[src/rtl/servo_pkg.sv]
// Shared types and constants for the servo frame scheduler.
// Pulse widths are carried in microseconds as unsigned US_W-bit values.
package servo_pkg;

    localparam int US_W   = 12;
    localparam int NUM_CH = 4;

    typedef logic [US_W-1:0] us_t;

    localparam us_t MIN_US    = 12'd500;
    localparam us_t MAX_US    = 12'd2500;
    localparam us_t CENTER_US = 12'd1500;

    typedef enum logic [0:0] {
        IDLE   = 1'b0,
        UPDATE = 1'b1
    } servo_state_e;

    // Saturate a requested width into the legal servo range.
    function automatic us_t clamp_us(input us_t v);
        us_t r;
        if (v < MIN_US) begin
            r = MIN_US;
        end else if (v > MAX_US) begin
            r = MAX_US;
        end else begin
            r = v;
        end
        return r;
    endfunction

endpackage

[src/rtl/servo_frame_timer.sv]
// Frame timebase: microsecond prescaler, in-frame microsecond counter and
// the registered frame_start strobe.
module servo_frame_timer
    import servo_pkg::*;
#(
    parameter int CYC_PER_US = 25,
    parameter int FRAME_US   = 20000
) (
    input  logic                        CLK,
    input  logic                        RST,
    output logic [$clog2(FRAME_US)-1:0] us_cnt,
    output logic                        pre_zero,
    output logic                        frame_hit,
    output logic                        frame_start
);

    localparam int PRE_W    = (CYC_PER_US > 1) ? $clog2(CYC_PER_US) : 1;
    localparam int US_CNT_W = $clog2(FRAME_US);

    logic [PRE_W-1:0] prescaler_r;
    logic             pre_wrap_s;
    logic             us_wrap_s;

    assign pre_wrap_s = (prescaler_r == PRE_W'(CYC_PER_US - 1));
    assign us_wrap_s  = (us_cnt == US_CNT_W'(FRAME_US - 1));
    assign pre_zero   = (prescaler_r == {PRE_W{1'b0}});
    assign frame_hit  = pre_zero && (us_cnt == {US_CNT_W{1'b0}});

    // Counter chain and frame strobe; the strobe trails the counter origin by one cycle.
    always_ff @(posedge CLK) begin
        if (RST) begin
            prescaler_r <= {PRE_W{1'b0}};
            us_cnt      <= {US_CNT_W{1'b0}};
            frame_start <= 1'b0;
        end else begin
            frame_start <= frame_hit;
            if (pre_wrap_s) begin
                prescaler_r <= {PRE_W{1'b0}};
                if (us_wrap_s) begin
                    us_cnt <= {US_CNT_W{1'b0}};
                end else begin
                    us_cnt <= us_cnt + US_CNT_W'(1);
                end
            end else begin
                prescaler_r <= prescaler_r + PRE_W'(1);
            end
        end
    end

endmodule

[src/rtl/servo_slew_scheduler.sv]
// Four-channel servo frame scheduler with per-frame slew limiting.
// Build option: define SERVO_SLEW_EN for bounded steps; otherwise the sweep copies target to current.
module servo_slew_scheduler
    import servo_pkg::*;
#(
    parameter int CYC_PER_US = 25,
    parameter int FRAME_US   = 20000,
    parameter int UPDATE_US  = 12000,
    parameter int STEP_US    = 20
) (
    input  logic        CLK,
    input  logic        RST,
    input  logic        enable,
    input  logic        wr_valid,
    output logic        wr_ready,
    input  logic [1:0]  wr_ch,
    input  logic [11:0] wr_us,
    output logic [3:0]  servo_pwm,
    output logic        frame_start,
    output logic        busy
);

    localparam int US_CNT_W = $clog2(FRAME_US);
    localparam int CMP_W    = (US_CNT_W > US_W) ? US_CNT_W : US_W;

`ifdef SERVO_SLEW_EN
    localparam bit SLEW_ON = 1'b1;
`else
    localparam bit SLEW_ON = 1'b0;
`endif

    // Without slew limiting the step bound exceeds any possible difference.
    localparam int  STEP_LIM = SLEW_ON ? STEP_US : (1 << US_W);
    localparam us_t STEP_U   = US_W'(STEP_US);

    localparam logic [0:0] ST_IDLE   = 1'(IDLE);
    localparam logic [0:0] ST_UPDATE = 1'(UPDATE);

    logic [US_CNT_W-1:0] us_cnt_s;
    logic                pre_zero_s;
    logic                frame_hit_s;
    logic                update_hit_s;

    logic [0:0]          state_r;
    logic [0:0]          state_nxt_s;
    logic [1:0]          sweep_r;
    logic                en_frame_r;
    logic                en_now_s;

    us_t                 target_r  [NUM_CH];
    us_t                 current_r [NUM_CH];

    us_t                 tgt_s;
    us_t                 cur_s;
    us_t                 raw_s;
    us_t                 cur_nxt_s;
    logic signed [US_W:0] diff_s;
    logic [NUM_CH-1:0]   pwm_nxt_s;

    servo_frame_timer #(
        .CYC_PER_US (CYC_PER_US),
        .FRAME_US   (FRAME_US)
    ) u_timer (
        .CLK         (CLK),
        .RST         (RST),
        .us_cnt      (us_cnt_s),
        .pre_zero    (pre_zero_s),
        .frame_hit   (frame_hit_s),
        .frame_start (frame_start)
    );

    assign update_hit_s = pre_zero_s && (us_cnt_s == US_CNT_W'(UPDATE_US));
    assign en_now_s     = frame_hit_s ? enable : en_frame_r;

    // Sweep sequencing: four UPDATE cycles, one channel each.
    always_comb begin
        state_nxt_s = state_r;
        case (state_r)
            ST_IDLE: begin
                if (update_hit_s) begin
                    state_nxt_s = ST_UPDATE;
                end else begin
                    state_nxt_s = ST_IDLE;
                end
            end
            ST_UPDATE: begin
                if (sweep_r == 2'd3) begin
                    state_nxt_s = ST_IDLE;
                end else begin
                    state_nxt_s = ST_UPDATE;
                end
            end
            default: state_nxt_s = ST_IDLE;
        endcase
    end

    // Slew step for the channel selected by the sweep index.
    always_comb begin
        tgt_s  = target_r[sweep_r];
        cur_s  = current_r[sweep_r];
        diff_s = $signed({1'b0, tgt_s}) - $signed({1'b0, cur_s});
        if (int'(diff_s) > STEP_LIM) begin
            raw_s = cur_s + STEP_U;
        end else if (int'(diff_s) < -STEP_LIM) begin
            raw_s = cur_s - STEP_U;
        end else begin
            raw_s = tgt_s;
        end
        cur_nxt_s = clamp_us(raw_s);
    end

    // Next PWM levels from the in-frame microsecond position.
    always_comb begin
        pwm_nxt_s = {NUM_CH{1'b0}};
        for (int i = 0; i < NUM_CH; i++) begin
            if (en_now_s && (CMP_W'(us_cnt_s) < CMP_W'(current_r[i]))) begin
                pwm_nxt_s[i] = 1'b1;
            end else begin
                pwm_nxt_s[i] = 1'b0;
            end
        end
    end

    // Target capture on accepted writes.
    always_ff @(posedge CLK) begin
        if (RST) begin
            for (int i = 0; i < NUM_CH; i++) begin
                target_r[i] <= CENTER_US;
            end
        end else if (wr_valid && wr_ready) begin
            target_r[wr_ch] <= clamp_us(wr_us);
        end
    end

    // Current widths move only during the sweep, well after every pulse has ended.
    always_ff @(posedge CLK) begin
        if (RST) begin
            for (int i = 0; i < NUM_CH; i++) begin
                current_r[i] <= CENTER_US;
            end
        end else if (state_r == ST_UPDATE) begin
            current_r[sweep_r] <= cur_nxt_s;
        end
    end

    // FSM state and registered outputs.
    always_ff @(posedge CLK) begin
        if (RST) begin
            state_r    <= ST_IDLE;
            sweep_r    <= 2'd0;
            en_frame_r <= 1'b0;
            wr_ready   <= 1'b0;
            busy       <= 1'b0;
            servo_pwm  <= 4'b0000;
        end else begin
            state_r    <= state_nxt_s;
            sweep_r    <= (state_r == ST_UPDATE) ? (sweep_r + 2'd1) : 2'd0;
            en_frame_r <= en_now_s;
            wr_ready   <= (state_nxt_s == ST_IDLE);
            busy       <= (state_nxt_s == ST_UPDATE);
            servo_pwm  <= pwm_nxt_s;
        end
    end

endmodule

[config.mk]
export PLATFORM = sky130hd
export DESIGN_NAME = servo_slew_scheduler
export DESIGN_NICKNAME = d
export VERILOG_FILES = /design/src/rtl/servo_pkg.sv /design/src/rtl/servo_frame_timer.sv /design/src/rtl/servo_slew_scheduler.sv
export SDC_FILE = /design/constraint.sdc
export NUM_CORES = 1
export LEC_CHECK = 0
export ABC_AREA = 1
export CELL_PAD_IN_SITES_DETAIL_PLACEMENT = 1
export CELL_PAD_IN_SITES_GLOBAL_PLACEMENT = 1
export CORE_MARGIN = 1
export CORE_UTILIZATION = 44
export CTS_BUF_LIST = sky130_fd_sc_hd__clkbuf_4
export CTS_CLUSTER_DIAMETER = 200
export CTS_CLUSTER_SIZE = 16
export DETAILED_ROUTE_END_ITERATION = 8
export GPL_TIMING_DRIVEN = 0
export PLACE_DENSITY = 0.75
export SLEW_MARGIN = 20
export SYNTH_ARGS = -nofsm -noshare
export SYNTH_HDL_FRONTEND = slang
export SYNTH_HIERARCHICAL = 1
export SYNTH_SLANG_ARGS = --single-unit
[constraint.sdc]
create_clock -name CLK -period 2.24 [get_ports CLK]
set_input_delay 0.448 -clock CLK [delete_from_list [all_inputs] [get_ports CLK]]
set_output_delay 0.448 -clock CLK [all_outputs]
set_load 0.005 [all_outputs]
==> summary.md, run 1 <==
| Metric | Value |
|---|---|
| Most common cell after layout, fill and taps aside | `nand2_1` |
| Most frequent cells in the layout | `nand2_1 (180), inv_1 (118), edfxtp_1 (96)` |
| Drt wl/cell | `17.80 um` |
| Register clock-pin slew on the reported worst setup and hold paths | `about 0.10 ns` |
| #FFs+latches synth | `around 130` |
| Period Utilization, post-route | `0.9764` |
| Cells on worst reg2reg path | `8` |
| DR vias/cell | `approximately 5.3` |
| Htree depth | `4` |
| Die height | `126.6 um` |
| Worst EP arrival | `2.41 ns` |
| Worst R2R Start | `wr_ready$_SDFF_PP0_` |
| Worst Path Required | `2.46 ns` |
| Pwr Total | `4354 uW` |
| Fin Setup TNS | `0 ns` |
| Worst Tran Pin Value | `a little over 0.7 ns` |
| Synth Cell Area | `6830 sq um` |
| Row count | `45` |
| Power per cell area | `550.4 nW/um^2` |
| ANT nets after route | `0` |
| Post-synth EDFFs | `96` |
| CP max stage delay | `0.46 ns` |
| Hold Crit Start | `u_timer/prescaler_r[0]$_SDFF_PP0_` |
| Boundary Pins | `25` |
| Setup crit end kind | `register` |
| NumNets Final | `904` |
| Initial DRC count | `274` |
| Overflow after GRT | `0` |
| Buf/Inv on CP | `4` |
| Final WS setup | `0.05297 ns` |
| Layout Skew | `0.01419 ns` |
| Post-Synth XOR/XNOR Area | `0.006411` |
| Largest net degree at the start of global routing | `17` |
| Tightest Hold Check Type | `reg2reg` |
| Setup violations, final | `0` |
| Post-Syn Area per Cell | `8.802 sq um` |
| Peak supply drop | `0.0004837 V` |
| CP Max Fanout | `6` |
| Die area | `16,030 sq um` |
| RR Endpoint | `target_r[0][5]$_SDFFCE_PN0P_` |
| Hold Fails Final Rpt | `0` |
| Largest family of logic cells by synthesized area | `simple AND/OR/NAND/NOR gates` |
| Clk sinks | `around 130` |
| CP max-delay cell | `clkdlybuf4s50_1` |
| Synth area leaders | `edfxtp_1 (42%), nand2_1 (11%), ha_1 (9.0%)` |
| Ys Warns | `6` |
| Synth area leader | `edfxtp_1` |
| IO buf count | `24` |
| Post-synth top area share | `0.4221` |
| Count of cell types in the netlist | `between 40 and 50` |
| Root Driver | `clkbuf_4` |
| Cell area after placement | `7342 sq um` |
| Slew Viols, Final | `0` |
| Hpwl dp | `13.64 mm` |
| Number of max-cap violations | `0` |
| Critical Path Source Type | `primary input` |
| Drt drc | `0` |
| Die span in x | `126.6 um` |
| Core ar. | `15,200 sq um` |
| Register area share after synthesis | `0.5100` |
| Compound-cell area share of the yosys netlist | `0.04470` |
| Initial antenna violation count | `1` |
| Worst-Skew Late Latency | `0.53 ns` |
| CTS tree | `done` |
| Share of cells above drive strength 1 | `0.1508` |
| Post-Syn Instances | `between 700 and 800` |
| Slew HR | `0.5157` |
| Synth Area in Adders | `0.08976` |
| Final Instance Area | `around 8000 sq um` |
| WHS Endpoint | `u_timer/prescaler_r[0]$_SDFF_PP0_` |
| Post-Route WL | `18.47 mm` |
| First-pass iteration count of the detailed router | `5` |
| Reg2Reg Setup Slack | `0.06 ns` |
| Worst setup path class | `in2reg` |
| Achievable Freq | `457.2 MHz` |
| CTS Buf Count | `17` |
| Crit path time final | `2.187 ns` |
| CTS max path bufs | `2` |
| Starting Density | `0.4493` |
| Outcome | `finished, final reports clean` |
| Syn Nets | `843` |
| Final Wtd Congestion | `slightly above 0.8` |
| Hold depth | `1` |
| Asr flop ratio synth | `0` |
| Lkg Pwr | `0.003438 uW` |
| Total number of vias | `5,468` |
| Mux contribution to synthesized area | `0` |
| Post-synthesis simple-gate area fraction | `0.2634` |
| CP cell instances | `clkdlybuf4s50_1 -> nand2_1 -> nor2_4 -> inv_1 -> nor2_1 -> inv_1 -> nor2_4 -> clkinvlp_4 -> nand2_2` |
| Worst slack at placement | `-1.874 ns` |
| Dominant synthesized flop cell | `edfxtp_1` |
| P&R area growth vs syn | `15.81%` |
| Global-route wire length before repair | `slightly below 30 mm` |
| Number of global-route vias before repair | `5,801` |
| CP top delay family | `simple AND/OR/NAND/NOR gates` |
| Total GRT Usage | `0.2421` |
| RSZ-0062 raised after global routing | `true` |
worst register-to-register path: stages, from the launching register on:
cell and delay [ns]:
dfxtp_1 0.36, nand2_1 0.18, nor2_4 0.20, inv_1 0.10, nor2_1 0.22, inv_1 0.16
nor2_4 0.19, clkinvlp_4 0.21, nand2_2 0.25
flip-flops by register name, summed over array words and instances, names as in the netlist:
register             cells
current_r               48
target_r                48
u_timer/us_cnt          15
u_timer/prescaler_r      5
servo_pwm                4
sweep_r                  2
en_frame_r               1
state_r                  1
u_timer/frame_start      1
wr_ready                 1
cells in the mapped netlist (2+ instances only):
cell type and n:
nor2_4 3, buf_4 2, ha_1 49, dfxtp_1 30, inv_2 4, o21bai_1 2, nor2_2 5, nor3b_1 2
nor3_1 7, buf_6 5, o21ai_0 9, xor2_1 2, o21ai_1 2, nand4_1 10, nand2_1 193, inv_1 120
nand3_2 6, o211ai_1 2, nor2_1 98, a21oi_1 35, nand3_4 2, nand2_2 11, edfxtp_1 96, nand3_1 59
xnor2_1 3
worst max path at each step:
stage                           from                            end  slack [ns]  cells after the start
2_1_floorplan               wr_valid       target_r[3][0]$_DFFE_PP_        0.12                      5
3_3_place_gp                     RST       target_r[3][5]$_DFFE_PP_       -1.77                      3
3_5_place_dp                     RST   target_r[2][5]$_SDFFCE_PN0P_       -1.87                      8
4_1_cts           state_r$_SDFF_PP0_  current_r[2][4]$_SDFFCE_PN1P_       -0.03                      8
5_1_grt        sweep_r[0]$_SDFF_PP0_  current_r[0][6]$_SDFFCE_PN1P_       -0.03                     14
6_report                    wr_valid   target_r[0][5]$_SDFFCE_PN0P_        0.05                      9
per-layer routing:
metal,vias to the layer above,part of all wire,wire length [um],GRT usage
li1,2665,-,-,-
met1,2668,0.41,7505,0.2692
met4,0,0.025,462,0.1127
met5,-,0,0,0
met3,29,0.030,560,0.04471
met2,106,0.54,9946,0.4469
power by group:
part	switching, uW	total, uW	leakage (uW)	internal, uW
registers	18.8	2580	0.00105	2560
clock network	825	1480	0.000141	650
logic	187	300	0.00225	113
area by class of cell:
type                       instances  area, sq um
fill                            1784         7292
sequential                       126         3485
multi-input combinational        515         2960
inverter                         128        501.7
timing repair buffer              40        366.6
tap                              188        235.2
clock buffer                      19        142.6
buffer                             9        113.9
clock inverter                    12        102.6
antenna                            1        2.502
metrics by stage:
step,util,hold WS [ns],cells
final,0.5203,0.4857,1038
after global routing,0.5203,0.5178,1038
after CTS,0.5073,0.4946,1026
after detailed placement,0.4830,0.4675,990
after global placement,0.4806,0.4419,988
after floorplan,-,0.4300,776
cells by family after synthesis:
| group | count (synthesis) |
|---|---|
| compound gates | 56 |
| buf+inv | 137 |
| flops | 126 |
| simple gates | 403 |
| xor+xnor | 5 |
| fa+ha+maj | 49 |
timing repair:
action | CTS | global route
cloned | 1 | 1
pin swaps | 3 | 10
hold buffers | 0 | 0
buffers inserted | 4 | 10
resized for setup | 27 | 29
setup endpoints to repair | 124 | 95
(Power assumes the default switching activity.)
==> run 2: changes to the inputs <==
--- a/config.mk
+++ b/config.mk
@@ -8,7 +8,7 @@
 export ABC_AREA = 1
 export CELL_PAD_IN_SITES_DETAIL_PLACEMENT = 1
 export CELL_PAD_IN_SITES_GLOBAL_PLACEMENT = 1
-export CORE_MARGIN = 1
+export CORE_MARGIN = 3
 export CORE_UTILIZATION = 44
 export CTS_BUF_LIST = sky130_fd_sc_hd__clkbuf_4
 export CTS_CLUSTER_DIAMETER = 200
==> summary.md, run 2 (synthesis gave the netlist of run 1 again) <==
| Metric | Value |
|---|---|
| Outcome | `finished, final reports clean` |
| CTS Buf Count | `17 (unchanged)` |
| CTS max path bufs | `2 (unchanged)` |
| Core ar. | `14,860 sq um (-2.2%)` |
| Lkg Pwr | `0.003412 uW (-0.75%)` |
| Setup violations, final | `0 (unchanged)` |
| Antenna cells | `0 (-1)` |
| Die height | `130.6 um (+3.2%)` |
| Initial DRC count | `211 (-23%)` |
| Fin Setup TNS | `0 ns (unchanged)` |
| CP top delay family | `simple AND/OR/NAND/NOR gates` |
| Total number of vias | `5,409 (-1.1%)` |
| Power per cell area | `576.2 nW/um^2 (+4.7%)` |
| Die area | `17,050 sq um (+6.4%)` |
| Achievable Freq | `471.4 MHz (+3.1%)` |
| Register clock-pin slew on the reported worst setup and hold paths | `0.11 ns (about the same)` |
| First-pass iteration count of the detailed router | `4 (-1)` |
| DR vias/cell | `5.272 (about the same)` |
| Period Utilization, post-route | `0.9471 (-0.02930)` |
| Row count | `44 (-2.2%)` |
| Number of global-route vias before repair | `5,626 (-3.0%)` |
| Htree depth | `4 (unchanged)` |
| Most frequent cells in the layout | `nand2_1 (187), inv_1 (120), edfxtp_1 (96)` |
| Layout Skew | `0.02345 ns (+0.009264 ns)` |
| Final Instance Count excl. Fillers | `1,026 (-1.2%)` |
| ANT nets after route | `0 (unchanged)` |
| Overflow after GRT | `0 (unchanged)` |
| Hpwl dp | `13.50 mm (-1.0%)` |
| CP Max Fanout | `8 (+2)` |
| Buf/Inv on CP | `2 (-2)` |
| P&R area growth vs syn | `15.06%` |
| CP max stage delay | `0.34 ns (-0.12 ns)` |
| Most used cell, CP | `nand2_1` |
| Slew Viols, Final | `0 (unchanged)` |
| Seq. cell area | `3485 sq um (unchanged)` |
| Crit path time final | `2.121 ns (-0.06563 ns)` |
| Critical Path Source Type | `register` |
| IO buf count | `24 (unchanged)` |
| Final WS setup | `0.1186 ns (+0.06563 ns)` |
| Post-Route WL | `17.65 mm (-4.5%)` |
| Worst slack at placement | `-1.858 ns (+0.01552 ns)` |
| Tightest Hold Check Type | `reg2reg` |
| Placed cells | `986 (-0.40%)` |
| Boundary Pins | `25 (unchanged)` |
| Number of max-cap violations | `0 (unchanged)` |
| Total GRT Usage | `0.2181 (-0.02403)` |
| Global-route wire length before repair | `28.16 mm (-3.4%)` |
| Clk sinks | `126 (unchanged)` |
| CTS tree | `done` |
| Peak supply drop | `0.0003284 V (-32%)` |
| Largest net degree at the start of global routing | `17 (unchanged)` |
| Worst EP arrival | `2.41 ns (about the same)` |
| Cts hold-fix bufs | `0 (unchanged)` |
| Worst setup path class | `reg2reg` |
| CP cell instances | `buf_6 -> inv_6 -> nand2_1 -> nand3_1 -> nand2_1 -> a21oi_1 -> nand4_1 -> nand2_2 -> nand2_4 -> nor2_2 -> nand2_1` |
| Starting Density | `0.4595 (+0.01021)` |
| Slew HR | `0.5226 (+0.006872)` |
| Root Driver | `clkbuf_4` |
| Drt wl/cell | `17.20 um (-3.4%)` |
| Final-layout fill cell count | `1,759 (-1.4%)` |
| Largest regs | `current_r (48), target_r (48), u_timer/us_cnt (15)` |
| Initial antenna violation count | `0 (-1)` |
| Worst-Skew Late Latency | `0.55 ns (+0.02 ns)` |
| Hold Fails Final Rpt | `0 (unchanged)` |
| Setup crit end kind | `register` |
| NumNets Final | `896 (-0.88%)` |
| Worst Path Required | `2.53 ns (+0.07 ns)` |
| Final Wtd Congestion | `0.8530 (+3.5%)` |
| Drt drc | `0 (unchanged)` |
| Most common cell after layout, fill and taps aside | `nand2_1` |
| Worst Tran Pin Value | `0.7123 ns (-0.01025 ns)` |
| Worst hold slack | `0.4738 ns (-0.01190 ns)` |
| Share of cells above drive strength 1 | `0.1378 (-0.01300)` |
| Die span in x | `130.6 um (+3.2%)` |
| Multi-input logic area | `2918 sq um (-1.4%)` |
| CP max-delay cell | `dfxtp_2` |
run 2: cell types whose count changed in the layout (fill, tap and decap cells not counted), sizes merged, moves of 2 or more:
cell      previous run  this run
clkbuf              19        17
clkinvlp             2         4
inv                124       128
buf                 25        19
nand2              207       205
clkinv              12         8
run 2: worst register-to-register path, cell delays in order, from the launching register on:
cell and delay, ns:
dfxtp_2 0.34, buf_6 0.14, inv_6 0.09, nand2_1 0.07, nand3_1 0.07, nand2_1 0.20
a21oi_1 0.21, nand4_1 0.11, nand2_2 0.19, nand2_4 0.13, nor2_2 0.23, nand2_1 0.08
run 2: worst paths after layout:
| path | startpoint | to | slack [ns] | cells past startpoint |
|---|---|---|---|---|
| max reg2reg | sweep_r[0]$_SDFF_PP0_ | current_r[0][2]$_SDFFCE_PN1P_ | 0.12 | 11 |
| max | sweep_r[0]$_SDFF_PP0_ | current_r[0][2]$_SDFFCE_PN1P_ | 0.12 | 11 |
| min reg2reg | u_timer/prescaler_r[0]$_SDFF_PP0_ | u_timer/prescaler_r[0]$_SDFF_PP0_ | 0.47 | 1 |
| min | u_timer/prescaler_r[0]$_SDFF_PP0_ | u_timer/prescaler_r[0]$_SDFF_PP0_ | 0.47 | 1 |
run 2: area by class of cell:
cell class,count,share of cell area
inverters,128,0.06289
well taps,184,0.02929
repair buffers,34,0.04044
multi-input cells,513,0.3713
clock buffers,17,0.01624
plain buffers,9,0.01465
clock inverters,15,0.02181
flip-flops and latches,126,0.4434
run 2: per-layer routing:
metal | vias up | track usage | wire length, um
li1 | 2638 | - | -
met1 | 2645 | 0.2606 | 7340
met2 | 94 | 0.3945 | 9326
met3 | 32 | 0.03740 | 567
met4 | 0 | 0.07804 | 412
met5 | - | 0 | 0
run 2: through the flow:
stage / cell area (sq um) / util / power [uW]
after floorplan: 6830 / - / 2767
after global placement: 7301 / 0.4912 / 2882
after detailed placement: 7337 / 0.4936 / 2905
after CTS: 7727 / 0.5199 / 4573
after global routing: 7859 / 0.5287 / 4689
final: 7859 / 0.5287 / 4528
run 2: timing repair:
item,CTS,global route
pin swaps,2,2
endpoints found under the setup margin,129,87
setup buffers,2,6
hold endpoints to repair,0,0
resized for setup,24,22
run 2: where the power goes:
part | internal (uW) | switching [uW] | total (uW)
Sequential | 2560 | 18.0 | 2580
Combinational | 107 | 181 | 288
Clock | 767 | 896 | 1660
==> run 3: changes to the inputs <==
--- a/config.mk
+++ b/config.mk
@@ -8,6 +8,7 @@
 export ABC_AREA = 1
 export CELL_PAD_IN_SITES_DETAIL_PLACEMENT = 1
 export CELL_PAD_IN_SITES_GLOBAL_PLACEMENT = 1
+export CORE_ASPECT_RATIO = 1.5
 export CORE_MARGIN = 3
 export CORE_UTILIZATION = 44
 export CTS_BUF_LIST = sky130_fd_sc_hd__clkbuf_4
==> summary.md, run 3 (synthesis gave the netlist of run 1 again) <==
| Metric | Value |
|---|---|
| Row count | `55 (+25%)` |
| Slew HR | `0.3642 (-0.1584)` |
| Starting Density | `0.4512 (-0.008355)` |
| Htree depth | `4 (unchanged)` |
| Largest net degree at the start of global routing | `17 (unchanged)` |
| Slew Viols, Final | `0 (unchanged)` |
| Worst hold slack | `0.5018 ns (+0.02806 ns)` |
| Worst Path Required | `2.48 ns (-0.05 ns)` |
| CTS tree | `done` |
| Crit path time final | `2.162 ns (+0.04013 ns)` |
| Final Instance Count excl. Fillers | `1,044 (+1.8%)` |
| Core ar. | `15,140 sq um (+1.9%)` |
| CP max-delay cell | `dfxtp_1` |
| Setup crit end kind | `register` |
| Peak supply drop | `0.0003847 V (+17%)` |
| First-pass iteration count of the detailed router | `4 (unchanged)` |
| Final WS setup | `0.07846 ns (-0.04013 ns)` |
| Register clock-pin slew on the reported worst setup and hold paths | `0.11 ns (about the same)` |
| Global-route wire length before repair | `28.68 mm (+1.9%)` |
| Layout Skew | `0.01938 ns (-0.004068 ns)` |
| CP Max Fanout | `10 (+2)` |
| Initial antenna violation count | `1 (+1)` |
| Buf/Inv on CP | `3 (+1)` |
| Largest regs | `current_r (48), target_r (48), u_timer/us_cnt (15)` |
| Worst setup path class | `reg2reg` |
| Final Instance Area | `7901 sq um (+0.54%)` |
| Initial DRC count | `221 (+4.7%)` |
| Boundary Pins | `25 (unchanged)` |
| Die span in x | `107.7 um (-18%)` |
| CTS max path bufs | `2 (unchanged)` |
| Number of global-route vias before repair | `5,923 (+5.3%)` |
| Final Wtd Congestion | `0.8516 (-0.16%)` |
| Share of cells above drive strength 1 | `0.1280 (-0.009805)` |
| Power per cell area | `566.9 nW/um^2 (-1.6%)` |
| Critical Path Source Type | `register` |
| Hold Fails Final Rpt | `0 (unchanged)` |
| Setup violations, final | `0 (unchanged)` |
| Most common cell after layout, fill and taps aside | `nand2_1` |
| Worst-Skew Late Latency | `0.49 ns (-0.06 ns)` |
| Multi-input logic area | `2932 sq um (+0.47%)` |
| Root Driver | `clkbuf_4` |
| CP cell instances | `buf_6 -> inv_4 -> buf_8 -> nand3_1 -> nand2_2 -> nand3_2 -> nor3_4 -> nand3_1 -> nand2_4 -> nand2_1 -> nor2_4 -> nand2_1` |
| Achievable Freq | `462.6 MHz (-1.9%)` |
| CTS Buf Count | `17 (unchanged)` |
| Post-Route WL | `18.10 mm (+2.6%)` |
| Die area | `17,090 sq um (+0.19%)` |
| Total GRT Usage | `0.2194 (+0.001285)` |
| Lkg Pwr | `0.003414 uW (about the same)` |
| Worst EP arrival | `2.40 ns (about the same)` |
| Overflow after GRT | `0 (unchanged)` |
| Met2 Wirelength | `10.92 mm (+17%)` |
| Die height | `158.6 um (+21%)` |
| RSZ-0062 raised after global routing | `true` |
| NumNets Final | `898 (+0.22%)` |
| Period Utilization, post-route | `0.9650 (+0.01792)` |
| Cell area after placement | `7346 sq um (+0.12%)` |
| ANT nets after route | `0 (unchanged)` |
| P&R area growth vs syn | `15.68%` |
| Hpwl dp | `14.41 mm (+6.7%)` |
| CP top delay family | `simple AND/OR/NAND/NOR gates` |
| Total number of vias | `5,356 (-0.98%)` |
| Most frequent cells in the layout | `nand2_1 (188), inv_1 (119), edfxtp_1 (96)` |
| Final-layout fill cell count | `1,814 (+3.1%)` |
| Met1 wire length | `6.041 mm (-18%)` |
| Drt wl/cell | `17.33 um (+0.79%)` |
| Final core occ | `0.5219 (-0.006803)` |
| Number of max-cap violations | `0 (unchanged)` |
| Worst slack at placement | `-1.823 ns (+0.03501 ns)` |
| Tightest Hold Check Type | `reg2reg` |
| Drt drc | `0 (unchanged)` |
| Cts hold-fix bufs | `0 (unchanged)` |
| Seq. cell area | `3485 sq um (unchanged)` |
| Top routing layer in use | `met4` |
| Worst Tran Pin Value | `0.9464 ns (+0.2342 ns)` |
| DR WL met3 | `362 um (-36%)` |
| Outcome | `finished, final reports clean` |
| IO buf count | `24 (unchanged)` |
| CP max stage delay | `0.34 ns (about the same)` |
| Clk sinks | `126 (unchanged)` |
| DR vias/cell | `5.130 (-2.7%)` |
| Placed cells | `1,000 (+1.4%)` |
==> run 3: cell count changes in the layout (fill, tap and decap cells not counted), moves of 2 or more <==
cell      delta
nand2_4      +2
nor2_2       -3
nand2_2      -2
nand3_1      +2
nor2_4       +2
nand3_2      -2
nor3_2       -2
clkinv_2     -5
clkinv_1     +6
==> run 3: final timing paths <==
check                                           end                              start  cells after the start  slack (ns)
setup / recovery      current_r[1][2]$_SDFFCE_PN1P_              sweep_r[1]$_SDFF_PP0_                     12        0.08
hold / removal    u_timer/prescaler_r[0]$_SDFF_PP0_  u_timer/prescaler_r[0]$_SDFF_PP0_                      1        0.50
setup reg to reg      current_r[1][2]$_SDFFCE_PN1P_              sweep_r[1]$_SDFF_PP0_                     12        0.08
hold reg to reg   u_timer/prescaler_r[0]$_SDFF_PP0_  u_timer/prescaler_r[0]$_SDFF_PP0_                      1        0.50
==> run 3: metrics by stage <==
stage	setup TNS, ns	total power [uW]
final	0	4479
after global routing	-0.3134	4644
after CTS	0	4484
after detailed placement	-175.99	2899
after global placement	-176.97	2879
after floorplan	0	2767
==> run 3: routing by layer <==
| layer | vias up | global-route usage |
|---|---|---|
| met5 | - | 0 |
| met4 | 0 | 0.1029 |
| met3 | 50 | 0.03408 |
| met2 | 94 | 0.4668 |
| met1 | 2561 | 0.1905 |
| li1 | 2651 | - |
==> run 3: timing repair <==
| action | 4_1_cts | 5_1_grt |
|---|---|---|
| setup buffers | 1 | 8 |
| gates cloned | 0 | 2 |
| gates resized for setup | 22 | 25 |
| pin swaps | 1 | 10 |
| setup endpoints to repair | 155 | 113 |
==> run 3: cell type report <==
cell class,instances,share of cell area
Antenna cell,1,0.0003167
Sequential cell,126,0.4410
Multi-Input combinational cell,514,0.3710
Timing Repair Buffer,35,0.04291
Clock inverter,14,0.01900
Inverter,128,0.06318
Tap cell,199,0.03151
Buffer,9,0.01394
Clock buffer,18,0.01710
==> run 3: report_power, final <==
part	internal, uW	switching, uW	total (uW)
clock network	766	843	1610
logic	111	181	292
registers	2560	18.8	2580
